$ cat src/rtl/rms_sqrt_pkg.sv
// rtl/rms_sqrt_pkg.sv - shared types, default sizes and round-robin search for the RMS sqrt scheduler
// Contents:
//   NCH_DEF, IN_W_DEF : default channel count / radicand width
//   OUT_W, CH_W       : result width and channel index width for the defaults
//   state_t           : scheduler FSM states
//   rr_pick()         : first set request at or after a pointer, wrapping at nch
package rms_sqrt_pkg;

  localparam int NCH_DEF  = 6;
  localparam int IN_W_DEF = 48;
  localparam int OUT_W    = IN_W_DEF / 2;
  localparam int CH_W     = $clog2(NCH_DEF);

  typedef enum logic [1:0] {
    S_IDLE = 2'd0,
    S_ITER = 2'd1,
    S_DONE = 2'd2
  } state_t;

  // Scanning offsets from high to low leaves the smallest offset from ptr as
  // the winner. Returns ptr when nothing is requested; callers gate on |req.
  function automatic int rr_pick(input logic [15:0] req, input int ptr, input int nch);
    int idx;
    rr_pick = ptr;
    for (int k = nch - 1; k >= 0; k--) begin
      idx = ptr + k;
      if (idx >= nch) idx = idx - nch;
      if (req[idx]) rr_pick = idx;
    end
  endfunction

endpackage

$ cat src/rtl/sqrt_nr_step.sv
// rtl/sqrt_nr_step.sv - one combinational non-restoring integer square-root step
// Ports:
//   rem      in  OUT_W+2  signed partial remainder (two's complement)
//   q        in  OUT_W    partial root so far
//   top2     in  2        next two radicand bits, MSB first
//   rem_next out OUT_W+2  updated remainder
//   q_bit    out 1        new root bit (1 when rem_next is non-negative)
module sqrt_nr_step #(
  parameter int OUT_W = rms_sqrt_pkg::OUT_W
) (
  input  logic [OUT_W+1:0] rem,
  input  logic [OUT_W-1:0] q,
  input  logic [1:0]       top2,
  output logic [OUT_W+1:0] rem_next,
  output logic             q_bit
);

  logic [OUT_W+1:0] shifted;

  // Arithmetic is modulo 2^(OUT_W+2); the true remainder always fits in that
  // signed range, so bits shifted out of the top carry no information.
  always_comb begin
    shifted = (rem << 2) | {{OUT_W{1'b0}}, top2};
    if (rem[OUT_W+1]) rem_next = shifted + {q, 2'b11};
    else              rem_next = shifted - {q, 2'b01};
    q_bit = ~rem_next[OUT_W+1];
  end

endmodule

$ cat src/rtl/rms_sqrt_scheduler.sv
// rtl/rms_sqrt_scheduler.sv - round-robin sharing of one iterative sqrt engine between NCH requesters
// Optional feature macro: SQRT_ROUND_EN (round-to-nearest result, saturating).
// Ports:
//   clk, rst   in   clock; synchronous active-high reset
//   req        in   NCH        per-channel request
//   num_in     in   NCH*IN_W   radicand of channel c at [c*IN_W +: IN_W]
//   ack        out  NCH        one-cycle pulse when channel operand is captured
//   busy       out  1          operation in flight (grant through DONE)
//   res_valid  out  1          one-cycle result pulse
//   res_data   out  OUT_W      square root result, held until next result
//   res_ch     out  CH_W       channel of res_data, held until next result
module rms_sqrt_scheduler #(
  parameter int NCH  = rms_sqrt_pkg::NCH_DEF,
  parameter int IN_W = rms_sqrt_pkg::IN_W_DEF,
  parameter int OUT_W = IN_W / 2,
  parameter int CH_W = $clog2(NCH)
) (
  input  logic                  clk,
  input  logic                  rst,
  input  logic [NCH-1:0]        req,
  input  logic [NCH*IN_W-1:0]   num_in,
  output logic [NCH-1:0]        ack,
  output logic                  busy,
  output logic                  res_valid,
  output logic [OUT_W-1:0]      res_data,
  output logic [CH_W-1:0]       res_ch
);

  import rms_sqrt_pkg::*;

  localparam int CNT_W = $clog2(OUT_W + 1);

  state_t            state_q, state_d;
  logic [CH_W-1:0]   ptr_q, ptr_d;
  logic [CH_W-1:0]   ch_q, ch_d;
  logic [CNT_W-1:0]  cnt_q, cnt_d;
  logic [IN_W-1:0]   rad_q, rad_d;
  logic [OUT_W+1:0]  rem_q, rem_d;
  logic [OUT_W-1:0]  root_q, root_d;
  logic [NCH-1:0]    ack_q, ack_d;
  logic              busy_q, busy_d;
  logic              res_valid_q, res_valid_d;
  logic [OUT_W-1:0]  res_data_q, res_data_d;
  logic [CH_W-1:0]   res_ch_q, res_ch_d;

  logic [15:0]       req_ext;
  logic [CH_W-1:0]   grant;
  logic              last_iter;
  logic [OUT_W+1:0]  step_rem;
  logic              step_bit;
  logic [OUT_W-1:0]  root_full;
  logic [OUT_W-1:0]  final_root;

  sqrt_nr_step #(.OUT_W(OUT_W)) u_step (
    .rem      (rem_q),
    .q        (root_q),
    .top2     (rad_q[IN_W-1 -: 2]),
    .rem_next (step_rem),
    .q_bit    (step_bit)
  );

  assign root_full = {root_q[OUT_W-2:0], step_bit};
  assign last_iter = (cnt_q == CNT_W'(OUT_W - 1));

`ifdef SQRT_ROUND_EN
  logic [OUT_W+1:0] rem_fix;

  // Final correction restores a non-negative remainder (N - q^2); rounding up
  // when it exceeds q means sqrt(N) > q + 0.5. All-ones root saturates.
  always_comb begin
    rem_fix = step_rem[OUT_W+1] ? step_rem + {1'b0, root_full, 1'b1} : step_rem;
    if ((rem_fix > {2'b00, root_full}) && (root_full != {OUT_W{1'b1}}))
      final_root = root_full + 1'b1;
    else
      final_root = root_full;
  end
`else
  assign final_root = root_full;
`endif

  always_comb begin
    req_ext = '0;
    req_ext[NCH-1:0] = req;
    grant = CH_W'(rr_pick(req_ext, int'(ptr_q), NCH));
  end

  // State register and datapath registers
  always_ff @(posedge clk) begin
    if (rst) begin
      state_q     <= S_IDLE;
      ptr_q       <= '0;
      ch_q        <= '0;
      cnt_q       <= '0;
      rad_q       <= '0;
      rem_q       <= '0;
      root_q      <= '0;
      ack_q       <= '0;
      busy_q      <= 1'b0;
      res_valid_q <= 1'b0;
      res_data_q  <= '0;
      res_ch_q    <= '0;
    end else begin
      state_q     <= state_d;
      ptr_q       <= ptr_d;
      ch_q        <= ch_d;
      cnt_q       <= cnt_d;
      rad_q       <= rad_d;
      rem_q       <= rem_d;
      root_q      <= root_d;
      ack_q       <= ack_d;
      busy_q      <= busy_d;
      res_valid_q <= res_valid_d;
      res_data_q  <= res_data_d;
      res_ch_q    <= res_ch_d;
    end
  end

  // Next-state logic
  always_comb begin
    state_d = state_q;
    case (state_q)
      S_IDLE:  if (|req) state_d = S_ITER;
      S_ITER:  if (last_iter) state_d = S_DONE;
      S_DONE:  state_d = S_IDLE;
      default: state_d = S_IDLE;
    endcase
  end

  // Output and datapath logic
  always_comb begin
    ptr_d       = ptr_q;
    ch_d        = ch_q;
    cnt_d       = cnt_q;
    rad_d       = rad_q;
    rem_d       = rem_q;
    root_d      = root_q;
    ack_d       = '0;
    busy_d      = busy_q;
    res_valid_d = 1'b0;
    res_data_d  = res_data_q;
    res_ch_d    = res_ch_q;
    case (state_q)
      S_IDLE: begin
        if (|req) begin
          ch_d       = grant;
          rad_d      = num_in[int'(grant)*IN_W +: IN_W];
          rem_d      = '0;
          root_d     = '0;
          cnt_d      = '0;
          ptr_d      = (grant == CH_W'(NCH - 1)) ? '0 : grant + 1'b1;
          ack_d[grant] = 1'b1;
          busy_d     = 1'b1;
        end
      end
      S_ITER: begin
        rem_d  = step_rem;
        root_d = root_full;
        rad_d  = rad_q << 2;
        cnt_d  = cnt_q + 1'b1;
        if (last_iter) begin
          res_valid_d = 1'b1;
          res_data_d  = final_root;
          res_ch_d    = ch_q;
        end
      end
      S_DONE: begin
        busy_d = 1'b0;
      end
      default: begin
        busy_d = 1'b0;
      end
    endcase
  end

  assign ack       = ack_q;
  assign busy      = busy_q;
  assign res_valid = res_valid_q;
  assign res_data  = res_data_q;
  assign res_ch    = res_ch_q;

endmodule
$ cat config.mk
export PLATFORM = sky130hd
export DESIGN_NAME = rms_sqrt_scheduler
export DESIGN_NICKNAME = d
export VERILOG_FILES = /design/src/rtl/rms_sqrt_pkg.sv /design/src/rtl/sqrt_nr_step.sv /design/src/rtl/rms_sqrt_scheduler.sv
export SDC_FILE = /design/constraint.sdc
export NUM_CORES = 1
export LEC_CHECK = 0
export CAP_MARGIN = 20
export CELL_PAD_IN_SITES_DETAIL_PLACEMENT = 1
export CELL_PAD_IN_SITES_GLOBAL_PLACEMENT = 2
export CORE_ASPECT_RATIO = 1.2
export CORE_UTILIZATION = 24
export CTS_CLUSTER_DIAMETER = 100
export DETAILED_ROUTE_END_ITERATION = 8
export GPL_TIMING_DRIVEN = 0
export PLACE_DENSITY_LB_ADDON = 0.1
export SLEW_MARGIN = 20
export SYNTH_ARGS = -nofsm -noshare
export SYNTH_HDL_FRONTEND = slang
export SYNTH_SLANG_ARGS = --single-unit
$ cat constraint.sdc
create_clock -name clk -period 4.93 [get_ports clk]
set_input_delay 0.986 -clock clk [delete_from_list [all_inputs] [get_ports clk]]
set_output_delay 0.986 -clock clk [all_outputs]
set_load 0.02 [all_outputs]
==> results.py <==
metrics = {
    "timing": {
        "timing.slew.headroom": 0.411,
        "fmax_mhz": 215,
        "hold_viol_final": 0,
        "period_minus_slack_ns": 4.65,
        "finalSetupViolations": 0,
        "period_share": 0.944,
        "fin_worst_skew_ns": 0.0130,
        "maxSlewViolCount": 0,
        "rsz0062_at_grt": "no",
        "finalSetupTns_ns": 0,
        "worst_pin_slew_ns": 0.883,
        "layout_setup_ws_ns": 0.276,
    },
    "route": {
        "first_pass_iters": 7,
        "ant_nets": 0,
        "routed_wl_um": 57300,
        "vias": 13500,
        "routed_via_density": 5.28,
        "drt_iter0_markers": 524,
        "drc": 0,
        "avgRoutedWirePerCell_um": 22.4,
    },
    "power_and_ir_drop": {
        "p_per_area_nw_per_um2": 862,
        "peakVddDrop_mv": 0.411,
        "p_leak_uw": 0.00580,
    },
    "die": {
        "start_util": 0.243,
        "die_area_um2": 48300,
        "chipHeight_um": 241,
        "row_count": 87,
        "core-area_um2": 46900,
        "die_w_um": 201,
        "ios": 331,
    },
    "run": {
        "drv_cap": 0,
    },
    "cts": {
        "path_clk_slew_ns": 0.08,
        "clk_latency_ns": 0.46,
        "hold_buffers": 0,
        "htreeDepth": 4,
        "root_buffer": "clkbuf_16",
        "clk_path_buf_depth": 2,
        "cts_buffers": 17,
        "cts.sinks": 145,
        "cts_tree": "yes",
    },
    "global_routing": {
        "grt_max_degree": 17,
        "gr-total-overflow": 0,
        "grt_pass1_wl_um": 85400,
        "antenna_found_initial": 28,
        "grt_usage": 0.234,
        "grt_pass1_vias": 14500,
    },
    "worst_setup_path": {
        "slowest_delay_ns": 0.56,
        "crit_fanout": 10,
        "worstPathArrival_ns": 5.00,
        "path_common_cell": "inv_1",
        "path_class": "reg -> reg",
        "cp-end-kind": "flop",
        "startpoint_type": "flop",
        "slowest_stage": "or4b_4",
        "required_ns": 5.28,
        "cp_cell_sequence": "buf_12, clkbuf_8, clkinvlp_4, ha_4, clkbuf_4, inv_1, ha_1, inv_1, ha_2, inv_1, a31oi_4, nor4b_1, o311a_4, or4b_4, o211ai_4, or3_1, buf_6, buf_6, a21oi_1, o31a_1",
    },
    "finish": {
        "final_area_um2": 16400,
        "finalNetCount": 2246,
        "synthToLayoutAreaGrowth_pct": 43.7,
        "final_util": 0.349,
        "drive_above_1_share": 0.0744,
    },
    "placed_design": {
        "dp_slack_ns": -1.46,
        "dpl_cell_area_um2": 15500,
        "dp_hpwl_um": 46300,
        "place_congestion": 0.872,
        "io_buffers": 329,
    },
    "synth": {
        "avgSynthCellArea_um2": 7.33,
        "synth_edf_count": 0,
        "ys_warn_count": 0,
        "synth_area_um2": 11400,
        "synth_ff_type": "dfxtp_1",
        "ys_types": 78,
        "syn_inst": 1552,
        "ys_seq_elements": 145,
        "synthesis.nets": 1889,
        "synth_async_sr_flop_share": 0,
        "synth-seq-area-share": 0.255,
    },
    "worst_hold_path": {
        "hp-class": "reg -> reg",
    },
    "run_status": {
        "run_status": "completed",
    },
}
## final cells by class
class	instances	area, µm²
fillers	5696	30600
multi-input cells	1243	7880
inverters	20	78.8
flip-flops and latches	145	2910
clock buffers	17	425
clock inverters	15	165
well taps	623	779
repair buffers	339	3380
plain buffers	143	711
diodes	11	27.5
## synthesized netlist by cell type (4+ instances only)
master / instances / area share
a21boi_0: 51 / 0.034
a21o_1: 20 / 0.013
a21oi_1: 188 / 0.083
a221o_1: 4 / 0.0035
a22o_1: 48 / 0.037
a311oi_1: 4 / 0.0031
a31o_2: 4 / 0.0031
a31oi_1: 54 / 0.030
a32oi_1: 44 / 0.034
and3_1: 6 / 0.0033
buf_1: 6 / 0.0020
buf_2: 10 / 0.0044
buf_4: 7 / 0.0046
buf_6: 6 / 0.0059
clkbuf_1: 113 / 0.037
dfxtp_1: 145 / 0.26
ha_1: 41 / 0.045
inv_1: 17 / 0.0056
mux2_2: 8 / 0.0079
mux2i_1: 16 / 0.014
nand2_1: 191 / 0.063
nand2b_1: 13 / 0.0071
nand3_1: 131 / 0.058
nand4_1: 4 / 0.0022
nor2_1: 50 / 0.016
nor2b_1: 6 / 0.0033
nor3_1: 12 / 0.0053
o211ai_1: 5 / 0.0033
o21a_1: 9 / 0.0059
o21ai_0: 166 / 0.073
o21bai_1: 5 / 0.0033
o31a_1: 46 / 0.035
or2_2: 5 / 0.0027
or3_1: 8 / 0.0044
xnor2_1: 37 / 0.028
xor2_1: 4 / 0.0031
## where the power goes
part	switching [µW]	internal (µW)
clock network	633	721
logic	6980	4120
registers	197	1440
total	7810	6280
## cells by family (layout without fill, tap and decap cells)
| family | after synthesis | in the layout | synth area share |
|---|---|---|---|
| flip-flops | 145 | 145 | 0.255 |
| AND/OR/NAND/NOR | 445 | 445 | 0.179 |
| adder cells (fa/ha/maj) | 41 | 41 | 0.0451 |
| AO/OA/AOI/OAI | 687 | 687 | 0.396 |
| multiplexers | 27 | 27 | 0.0271 |
| buffers and inverters | 164 | 534 | 0.0617 |
| other | 0 | 11 | 0 |
| XOR/XNOR | 43 | 43 | 0.0364 |
## routing by layer
| layer | track usage | wire length, µm | vias up |
|---|---|---|---|
| li1 | - | - | 6528 |
| met1 | 0.256 | 22900 | 6494 |
| met2 | 0.431 | 29300 | 334 |
| met3 | 0.0581 | 3220 | 97 |
| met4 | 0.0928 | 1610 | 32 |
| met5 | 0 | 218 | - |
## repair_timing
action | CTS | global route
resized for setup | 57 | 38
cloned | 0 | 0
pin swaps | 2 | 1
buffers inserted | 6 | 4
setup endpoints to repair | 60 | 56
## flip-flops by register name, summed over array words and instances, names as in the netlist
register,flops
root_q,24
ack,6
state_q,2
ch_q,3
res_valid,1
ptr_q,3
rad_q,48
res_ch,3
busy,1
rem_q,25
res_data,24
cnt_q,5
## metrics by stage
stage | total power (µW) | std cells | hold WS [ns]
floorplan | 8580 | 1552 | 0.432
global placement | 12000 | 2504 | 0.447
detailed placement | 12100 | 2504 | 0.463
CTS | 14000 | 2542 | 0.473
global route | 15300 | 2551 | 0.498
finish | 14100 | 2556 | 0.470
## layout by cell type, fill, tap and decap left out, types with 13 or more instances in the layout
cell	Yosys	final
nand2b_1	13	13
inv_1	17	16
dfxtp_1	145	144
xnor2_1	37	37
o21ai_1	1	21
clkbuf_2	2	17
nand2_1	191	191
nand3_1	131	130
a21oi_1	188	183
a21o_1	20	20
mux2i_1	16	16
a21boi_0	51	51
a22o_1	48	48
o21ai_0	166	143
a32oi_1	44	43
clkbuf_16	0	17
buf_4	7	15
clkbuf_1	113	92
nor2_1	50	49
clkdlybuf4s50_1	0	329
o31a_1	46	46
ha_1	41	39
a31oi_1	54	54
## worst paths after layout
| kind | from | endpoint | slack [ns] | cells past startpoint |
|---|---|---|---|---|
| setup / recovery | ptr_q[0] | rad_q[36] | 0.28 | 20 |
| hold / removal | ch_q[2] | ch_q[2] | 0.47 | 2 |
| setup reg to reg | ptr_q[0] | rad_q[36] | 0.28 | 20 |
| hold reg to reg | ch_q[2] | ch_q[2] | 0.47 | 2 |
## critical path, delay by kind of cell, from the launching register on
family	cells	cell delay, ns
simple gates	3	0.81
compound gates	5	1.28
buf+inv	9	1.26
flops	1	0.42
fa+ha+maj	3	0.73
(Power assumes the default switching activity.)
